File: config.mk
export PLATFORM = sky130hd
export DESIGN_NAME = usb_nrzi_rx
export DESIGN_NICKNAME = d
export VERILOG_FILES = /design/src/rtl/usb_rx_pkg.sv /design/src/rtl/usb_line_sampler.sv /design/src/rtl/usb_nrzi_rx.sv
export SDC_FILE = /design/constraint.sdc
export NUM_CORES = 1
export LEC_CHECK = 0
export ABC_CLOCK_PERIOD_IN_PS = 5000
export CAP_MARGIN = 0
export CORE_ASPECT_RATIO = 2
export CORE_MARGIN = 5
export CORE_UTILIZATION = 64
export CTS_BUF_LIST = sky130_fd_sc_hd__clkbuf_16
export DETAILED_ROUTE_END_ITERATION = 10
export PLACE_DENSITY_LB_ADDON = 0.1
export SLEW_MARGIN = 30
export SYNTH_ARGS = -nofsm -noshare
export SYNTH_HDL_FRONTEND = slang
export SYNTH_HIERARCHICAL = 1
export SYNTH_SLANG_ARGS = --single-unit
File: constraint.sdc
create_clock -name clk48 -period 5 [get_ports clk48]
set_input_delay 1 -clock clk48 [delete_from_list [all_inputs] [get_ports clk48]]
set_output_delay 1 -clock clk48 [all_outputs]
set_load 0.03 [all_outputs]
File: src/rtl/usb_rx_pkg.sv
// -----------------------------------------------------------------------------
// usb_rx_pkg
// Shared types and defaults for the full-speed USB receive front end.
//   line_t      : classified bus state ({dp,dn}: 10=J, 01=K, 00=SE0, 11=SE1)
//   rx_state_t  : framing state of the receiver
//   *_DEF       : default parameter values used by usb_nrzi_rx / usb_line_sampler
//   line_classify / line_vote : helpers shared by the sampler
// -----------------------------------------------------------------------------
package usb_rx_pkg;

  typedef enum logic [1:0] {
    LINE_J,
    LINE_K,
    LINE_SE0,
    LINE_SE1
  } line_t;

  typedef enum logic [2:0] {
    IDLE,
    SYNC,
    PAYLOAD,
    EOP1,
    EOP2,
    ERROR
  } rx_state_t;

  localparam int OVERSAMPLE_DEF     = 4;
  localparam int STUFF_LIMIT_DEF    = 6;
  localparam int BUS_RESET_CLKS_DEF = 360000;
  localparam int SYNC_KJ_MIN_DEF    = 3;

  function automatic line_t line_classify(input logic dp, input logic dn);
    case ({dp, dn})
      2'b10:   return LINE_J;
      2'b01:   return LINE_K;
      2'b00:   return LINE_SE0;
      default: return LINE_SE1;
    endcase
  endfunction

  // 2-of-3 majority; three distinct values are treated as SE0 so that an
  // ambiguous bit pushes the framer towards EOP/error handling rather than data.
  function automatic line_t line_vote(input line_t a, input line_t b, input line_t c);
    if ((a == b) || (a == c)) return a;
    if (b == c)               return b;
    return LINE_SE0;
  endfunction

endpackage

File: src/rtl/usb_line_sampler.sv
// -----------------------------------------------------------------------------
// usb_line_sampler
// Pad-side half of the receiver: 2-flop synchronisers on dp/dn, line
// classification, edge-locked phase counter and bit sample strobe.
// Optional build macro: USB_RX_MAJORITY_VOTE_EN (3-sample majority vote).
//
// Ports
//   clk48     in   48 MHz clock
//   reset_n   in   asynchronous active-low reset
//   dp, dn    in   raw bus lines (asynchronous)
//   line_now  out  classified synchronised line, every cycle
//   line_smp  out  line state of the current bit, qualified by smp_vld
//   smp_vld   out  one strobe per bit time at the sample point
// -----------------------------------------------------------------------------
module usb_line_sampler
  import usb_rx_pkg::*;
#(
  parameter int OVERSAMPLE = OVERSAMPLE_DEF
) (
  input  logic  clk48,
  input  logic  reset_n,
  input  logic  dp,
  input  logic  dn,
  output line_t line_now,
  output line_t line_smp,
  output logic  smp_vld
);

  localparam int              PH_W    = $clog2(OVERSAMPLE);
  localparam logic [PH_W-1:0] PH_LAST = PH_W'(OVERSAMPLE - 1);
  localparam logic [PH_W-1:0] PH_MID  = PH_W'(OVERSAMPLE / 2);

  logic            dp_p0, dp_p1;
  logic            dn_p0, dn_p1;
  line_t           line_p2;
  logic [PH_W-1:0] ph_q;
  logic [PH_W-1:0] ph;
  logic            jk_edge;

  // Stage p0/p1: synchroniser; p2: previous synchronised line for edge detect
  always_ff @(posedge clk48 or negedge reset_n) begin
    if (!reset_n) begin
      dp_p0   <= 1'b0;
      dp_p1   <= 1'b0;
      dn_p0   <= 1'b0;
      dn_p1   <= 1'b0;
      line_p2 <= LINE_SE0;
      ph_q    <= '0;
    end else begin
      dp_p0   <= dp;
      dp_p1   <= dp_p0;
      dn_p0   <= dn;
      dn_p1   <= dn_p0;
      line_p2 <= line_now;
      ph_q    <= (ph == PH_LAST) ? '0 : ph + 1'b1;
    end
  end

  assign line_now = line_classify(dp_p1, dn_p1);

  // Only data transitions re-lock the phase; SE0/SE1 entry and exit do not,
  // so EOP symbols keep the phase established by the last J/K edge.
  assign jk_edge = ((line_now == LINE_J) && (line_p2 == LINE_K)) ||
                   ((line_now == LINE_K) && (line_p2 == LINE_J));

  // The edge cycle itself counts as phase 0, so the sample lands OVERSAMPLE/2
  // cycles after the transition, in the middle of the bit.
  assign ph = jk_edge ? '0 : ph_q;

`ifdef USB_RX_MAJORITY_VOTE_EN
  localparam logic [PH_W-1:0] PH_EARLY = PH_W'(OVERSAMPLE / 2 - 1);
  localparam logic [PH_W-1:0] PH_LATE  = PH_W'(OVERSAMPLE / 2 + 1);

  line_t vote_early;
  line_t vote_mid;

  // Capture the two earlier votes; the third is the live line at PH_LATE
  always_ff @(posedge clk48 or negedge reset_n) begin
    if (!reset_n) begin
      vote_early <= LINE_SE0;
      vote_mid   <= LINE_SE0;
    end else begin
      if (ph == PH_EARLY) vote_early <= line_now;
      if (ph == PH_MID)   vote_mid   <= line_now;
    end
  end

  assign line_smp = line_vote(vote_early, vote_mid, line_now);
  assign smp_vld  = (ph == PH_LATE);
`else
  assign line_smp = line_now;
  assign smp_vld  = (ph == PH_MID);
`endif

endmodule

File: src/rtl/usb_nrzi_rx.sv
// -----------------------------------------------------------------------------
// usb_nrzi_rx
// Full-speed USB receive front end: pad sampling (usb_line_sampler), NRZI
// decode, bit unstuffing with stuff-error detection, SYNC/EOP framing and
// bus-reset detection. Feeds the packet deserialiser.
// Optional build macro: USB_RX_MAJORITY_VOTE_EN (passed through to the
// sampler; adds one cycle of latency to every strobe).
//
// Ports
//   clk48      in   48 MHz clock
//   reset_n    in   asynchronous active-low reset
//   dp, dn     in   raw D+/D- (asynchronous)
//   bit_out    out  decoded bit (1 = no transition), qualified by bit_valid
//   bit_valid  out  one strobe per unstuffed payload bit
//   bus_sop    out  pulse when SYNC completes
//   bus_eop    out  pulse on a valid SE0,SE0,J end of packet
//   stuff_err  out  pulse on a bit-stuff violation
//   rx_active  out  high from bus_sop until EOP or error
//   bus_reset  out  level, high while SE0 has lasted BUS_RESET_CLKS cycles
// -----------------------------------------------------------------------------
module usb_nrzi_rx
  import usb_rx_pkg::*;
#(
  parameter int OVERSAMPLE     = OVERSAMPLE_DEF,
  parameter int STUFF_LIMIT    = STUFF_LIMIT_DEF,
  parameter int BUS_RESET_CLKS = BUS_RESET_CLKS_DEF,
  parameter int SYNC_KJ_MIN    = SYNC_KJ_MIN_DEF
) (
  input  logic clk48,
  input  logic reset_n,
  input  logic dp,
  input  logic dn,
  output logic bit_out,
  output logic bit_valid,
  output logic bus_sop,
  output logic bus_eop,
  output logic stuff_err,
  output logic rx_active,
  output logic bus_reset
);

  localparam int               RUN_W   = $clog2(STUFF_LIMIT + 1);
  localparam int               KJ_W    = $clog2(SYNC_KJ_MIN + 2);
  localparam int               CNT_W   = $clog2(BUS_RESET_CLKS + 1);
  localparam logic [RUN_W-1:0] RUN_MAX = RUN_W'(STUFF_LIMIT);
  localparam logic [KJ_W-1:0]  KJ_MIN  = KJ_W'(SYNC_KJ_MIN);
  localparam logic [CNT_W-1:0] CNT_MAX = CNT_W'(BUS_RESET_CLKS);

  function automatic logic [CNT_W-1:0] se0_sat_inc(input logic [CNT_W-1:0] v);
    return (v == CNT_MAX) ? v : v + 1'b1;
  endfunction

  function automatic logic [KJ_W-1:0] kj_sat_inc(input logic [KJ_W-1:0] v);
    return (&v) ? v : v + 1'b1;
  endfunction

  line_t            line_now;
  line_t            line_smp;
  logic             smp_vld;

  rx_state_t        state_q, state_d;
  line_t            prev_q, prev_d;
  logic [RUN_W-1:0] run_q, run_d;
  logic [KJ_W-1:0]  kj_q, kj_d;
  logic [2:0]       jcnt_q, jcnt_d;
  logic             se0_seen_q, se0_seen_d;
  logic [CNT_W-1:0] se0_cnt_q;

  logic             line_jk;
  logic             nrzi_bit;
  logic             sync_done;
  logic             stuff_pos;
  logic             err_exit;

  logic             bit_out_d, bit_valid_d, bus_sop_d, bus_eop_d;
  logic             stuff_err_d, rx_active_d;

  usb_line_sampler #(
    .OVERSAMPLE (OVERSAMPLE)
  ) u_sampler (
    .clk48    (clk48),
    .reset_n  (reset_n),
    .dp       (dp),
    .dn       (dn),
    .line_now (line_now),
    .line_smp (line_smp),
    .smp_vld  (smp_vld)
  );

  assign line_jk   = (line_smp == LINE_J) || (line_smp == LINE_K);
  assign nrzi_bit  = (line_smp == prev_q);
  // SYNC ends on its closing KK; the first K of that pair is already in prev_q
  assign sync_done = (line_smp == LINE_K) && (prev_q == LINE_K) && (kj_q >= KJ_MIN);
  assign stuff_pos = (run_q == RUN_MAX);
  // Leave ERROR on an EOP-like SE0->J return, or on the 8th J in a row
  assign err_exit  = (line_smp == LINE_J) && (se0_seen_q || (jcnt_q == 3'd7));

  // Framer state register
  always_ff @(posedge clk48 or negedge reset_n) begin
    if (!reset_n) begin
      state_q    <= IDLE;
      prev_q     <= LINE_J;
      run_q      <= '0;
      kj_q       <= '0;
      jcnt_q     <= '0;
      se0_seen_q <= 1'b0;
    end else begin
      state_q    <= state_d;
      prev_q     <= prev_d;
      run_q      <= run_d;
      kj_q       <= kj_d;
      jcnt_q     <= jcnt_d;
      se0_seen_q <= se0_seen_d;
    end
  end

  // Framer next state; everything advances only on sample strobes
  always_comb begin
    state_d    = state_q;
    prev_d     = prev_q;
    run_d      = run_q;
    kj_d       = kj_q;
    jcnt_d     = jcnt_q;
    se0_seen_d = se0_seen_q;
    if (smp_vld) begin
      se0_seen_d = (line_smp == LINE_SE0);
      case (state_q)
        IDLE: begin
          // The K that opens SYNC is decoded against the idle J
          if (line_smp == LINE_K) begin
            state_d = SYNC;
            prev_d  = LINE_K;
            kj_d    = '0;
          end
        end
        SYNC: begin
          if (!line_jk) begin
            state_d = IDLE;
          end else if (line_smp != prev_q) begin
            kj_d   = kj_sat_inc(kj_q);
            prev_d = line_smp;
          end else if (sync_done) begin
            state_d = PAYLOAD;
            run_d   = '0;
          end else begin
            state_d = IDLE;
          end
        end
        PAYLOAD: begin
          // SE0 is tested first so an EOP at a stuff position is not an error
          if (line_smp == LINE_SE0) begin
            state_d = EOP1;
          end else if (line_smp == LINE_SE1) begin
            state_d = ERROR;
          end else begin
            prev_d = line_smp;
            if (stuff_pos) begin
              if (nrzi_bit) state_d = ERROR;
              else          run_d   = '0;
            end else begin
              run_d = nrzi_bit ? run_q + 1'b1 : '0;
            end
          end
        end
        EOP1: state_d = (line_smp == LINE_SE0) ? EOP2 : ERROR;
        EOP2: state_d = (line_smp == LINE_J) ? IDLE : ERROR;
        ERROR: begin
          if (err_exit) begin
            state_d = IDLE;
            jcnt_d  = '0;
          end else if (line_smp == LINE_J) begin
            jcnt_d = jcnt_q + 1'b1;
          end else begin
            jcnt_d = '0;
          end
        end
        default: state_d = IDLE;
      endcase
    end
  end

  // Framer outputs (registered below, so they appear the cycle after the sample)
  always_comb begin
    bit_out_d   = nrzi_bit;
    bit_valid_d = 1'b0;
    bus_sop_d   = 1'b0;
    bus_eop_d   = 1'b0;
    stuff_err_d = 1'b0;
    if (smp_vld) begin
      case (state_q)
        SYNC:    bus_sop_d = sync_done;
        PAYLOAD: begin
          if (line_jk) begin
            if (stuff_pos) stuff_err_d = nrzi_bit;
            else           bit_valid_d = 1'b1;
          end
        end
        EOP2:    bus_eop_d = (line_smp == LINE_J);
        default: ;
      endcase
    end
    rx_active_d = (state_d == PAYLOAD) || (state_d == EOP1) || (state_d == EOP2);
  end

  // Output stage
  always_ff @(posedge clk48 or negedge reset_n) begin
    if (!reset_n) begin
      bit_out   <= 1'b0;
      bit_valid <= 1'b0;
      bus_sop   <= 1'b0;
      bus_eop   <= 1'b0;
      stuff_err <= 1'b0;
      rx_active <= 1'b0;
    end else begin
      bit_out   <= bit_out_d;
      bit_valid <= bit_valid_d;
      bus_sop   <= bus_sop_d;
      bus_eop   <= bus_eop_d;
      stuff_err <= stuff_err_d;
      rx_active <= rx_active_d;
    end
  end

  // SE0 duration counter, independent of the framer state
  always_ff @(posedge clk48 or negedge reset_n) begin
    if (!reset_n) begin
      se0_cnt_q <= '0;
    end else if (line_now == LINE_SE0) begin
      se0_cnt_q <= se0_sat_inc(se0_cnt_q);
    end else begin
      se0_cnt_q <= '0;
    end
  end

  assign bus_reset = (se0_cnt_q == CNT_MAX);

endmodule

==> results by group <==
Synthesis
  – Ys async rst share: 1.000
  – Mean Syn Cell Area: 10.26 um^2
  – Synth top area share: 0.4677
  – Ys flop type: dfrtp_1
  – Post-synth cell types: 48
  – YS warnings: 6
  – Syn_nets: 262
  – Seq/Total Area, Yosys: 0.4781
  – Synthesized cell area: 2515 um^2
  – Flops & latches, synth: 48
  – Mapped Cells: 245
  – Synth area leaders: dfrtp_1 (47%), ha_1 (6.5%), xnor2_1 (4.2%)
  – Synth area leader: dfrtp_1
  – EDFF count, synth: 0

Cells and area
  – Nets: 266
  – Multi-input gate area: 1202 um^2
  – Diodes inserted: 0
  – Proportion of layout cells with a drive suffix above 1: 0.06800
  – Filler cells: 307
  – Area grow syn2layout: 9.403%
  – FF/Latch Area: 1202 um^2

STA
  – RSZ-0062 raised after global routing: no
  – Max Clk Rate: 0.2839 GHz
  – Final Hold Vio Count: 0
  – Tcrit/Tclk final: 0.7044
  – Pins over their slew limit: 0
  – Finish-stage setup viols: 0
  – Final min period: 3.522 ns
  – Worst-margin pin slew: 0.6932 ns
  – Max-Slew Margin vs Limit: 0.5379
  – Post-route setup TNS: 0 ns
  – Setup ws final: 1.478 ns
  – Setup Skew: 0.002768 ns

Worst setup path
  – Critical Path AT: 2.52 ns
  – Crit end category: output port
  – Critical path class: reg2out
  – Worst Path Max Fanout: 5
  – CP startpoint kind: register
  – Worst EP required: 4.00 ns

Floorplanning
  – Initial Util: 0.6543
  – Die height: 98.65 um
  – Cell row count: 32
  – Die Area: 5359 um^2
  – Area of the core: 3844 um^2
  – Die Wd: 54.33 um
  – Io pins: 11

Drt
  – Wire length per cell: 15.43 um
  – Vias: 1794
  – Vias/cell: 5.960
  – Initial DRC Count: 28
  – DR DRC count: 0
  – WL final: 4644 um
  – Antenna-violating nets left: 0
  – 1st-pass router iterations: 4

Placed design
  – GP Congestion: 0.8314
  – Port Buf Inserts: 10
  – Pre-CTS setup slack: 1.827 ns
  – HPWL after detailed placement: 3357 um

Clocking
  – Skew-Pair Late Insertion Delay: 0.28 ns
  – Clk pin slew, worst setup/hold paths: 0.06 ns
  – Clk sinks: 48
  – # resized after CTS: 0
  – CTS tree: done
  – Post-CTS Setup Bufs: 0
  – Root buf cell: clkbuf_16
  – H-tree depth: 2
  – CTS Buf Count: 5
  – Max Buffers Root-to-Sink: 2
  – Hold buffer count at cts: 0

Flow run
  – # Max-Cap Violations: 0

Power and ir drop
  – Peak supply drop: 0.3162 mV
  – Leak: 1.170 nW
  – PwrDens: 398.3 nW/um^2

Global route
  – First-pass GRT wire length: 8231 um
  – GRT Util Overall: 0.2059
  – Initial antenna violation count: 0
  – Vias in the first global route: 1925
  – Grt ovf: 0
  – Largest net degree at the start of global routing: 49

Status
  – Outcome: finished, final reports clean

Worst hold path
  – Min-Delay Path Class: reg2reg
[cell families (layout without fill, tap and decap cells)]
kind of cell / count (synthesis) / in the layout / share of synthesized area
and+or+nand+nor: 95 / 95 / 0.2184
DFF: 48 / 48 / 0.4781
AOI/OAI and AO/OA: 35 / 35 / 0.09055
buffers and inverters: 26 / 31 / 0.04378
xor gates and xnor gates: 18 / 18 / 0.06269
adders and majority gates: 13 / 13 / 0.06468
muxes: 10 / 10 / 0.04179
[layout by cell type, fill, tap and decap left out, types with 2 or more instances in the layout]
cell and instances:
nand2_1 13, nand3b_1 3, a211oi_1 3, a22o_1 2, mux2i_1 6, nor2b_1 4
inv_1 15, nand3_1 9, ha_1 13, nand4b_1 2, o21ai_0 9, a21oi_1 6
nor3_1 8, o21a_1 2, or3_1 4, o211ai_1 2, clkdlybuf4s50_1 9, a31oi_1 2
nand4_1 4, xor2_1 6, and4_1 2, and2_1 3, clkbuf_16 5, mux2_2 4
xnor2_1 12, o21ai_1 2, nor2_1 18, dfrtp_1 47, or2_2 2, nor4_1 7
and3_1 2, or4_1 2, nand2b_1 6
[worst max-delay path, stage by stage, from the launching register on]
cell and delay (ns):
dfrtp_1 0.42, nor4b_1 0.41, nand3_1 0.12, nor3_1 0.50, clkdlybuf4s50_1 0.78
[path summary, 6_finish.rpt]
path	from	end	slack (ns)	cells past startpoint
min in group asynchronous	reset_n	u_sampler/ph_q[1]$_DFF_PN0_	0.72	1
worst max-delay path	se0_cnt_q[7]$_DFFE_PN0P_	bus_reset	1.48	4
worst min register to register	u_sampler/dp_p0$_DFF_PN0_	u_sampler/dp_p1$_DFF_PN0_	0.35	0
max in group asynchronous	reset_n	jcnt_q[0]$_DFFE_PN0P_	3.88	1
worst max register to register	u_sampler/dp_p1$_DFF_PN0_	kj_q[0]$_DFFE_PN0P_	2.20	8
worst min-delay path	u_sampler/dp_p0$_DFF_PN0_	u_sampler/dp_p1$_DFF_PN0_	0.35	0
[cells in the mapped netlist (all sizes together) (2+ instances only)]
cell     n
and3     2
nor2b    4
nor4     7
or2      2
nand4b   2
nor2    18
a21oi    6
or4      3
xnor2   12
nand4    4
mux2     4
o21bai   2
mux2i    6
o21ai   11
nand3    9
a211oi   3
clkbuf   9
and2     3
inv     13
nand2b   6
and4     2
o21a     2
dfrtp   47
a22o     2
a31oi    2
xor2     6
ha      13
nor3     8
nor4b    2
o211ai   2
or3      4
buf      4
nand3b   3
nand2   13
[where the power goes]
part	internal [W]	switching [W]
clock network	0.000180	0.000127
logic	0.000127	0.000147
registers	0.000438	0.0000764
total	0.000745	0.000350
[metrics by stage]
step                instance area, um^2  instances  utilization  total power, W  hold slack [ns]
detailed placement                 2615        293       0.6803       0.0007934           0.3363
global placement                   2613        293       0.6797       0.0007826           0.3327
finish                             2751        301       0.7158        0.001096           0.3479
global route                       2751        301       0.7158        0.001164           0.3568
CTS                                2751        301       0.7158        0.001103           0.3507
floorplan                          2515        245            -       0.0007257           0.3312
[cell type report]
| cell class | count | share of cell area |
|---|---|---|
| Multi-Input combinational cell | 171 | 0.4370 |
| Timing Repair Buffer | 10 | 0.03547 |
| Clock buffer | 5 | 0.04548 |
| Inverter | 13 | 0.01774 |
| Sequential cell | 48 | 0.4370 |
| Clock inverter | 3 | 0.004093 |
| Tap cell | 51 | 0.02319 |
[layer usage]
layer	track usage	wire length, um
met1	0.1988	1708
met2	0.3740	2644
met3	0.03933	86
met4	0.1171	204
met5	0	0
[state kept, by name, summed over array words and instances (netlist names), 2 cells and up]
name,flops
jcnt_q,3
kj_q,3
prev_q,2
run_q,3
se0_cnt_q,19
state_q,3
u_sampler/line_p2,2
u_sampler/ph_q,2
No activity file was read; power rests on OpenSTA's default activity.
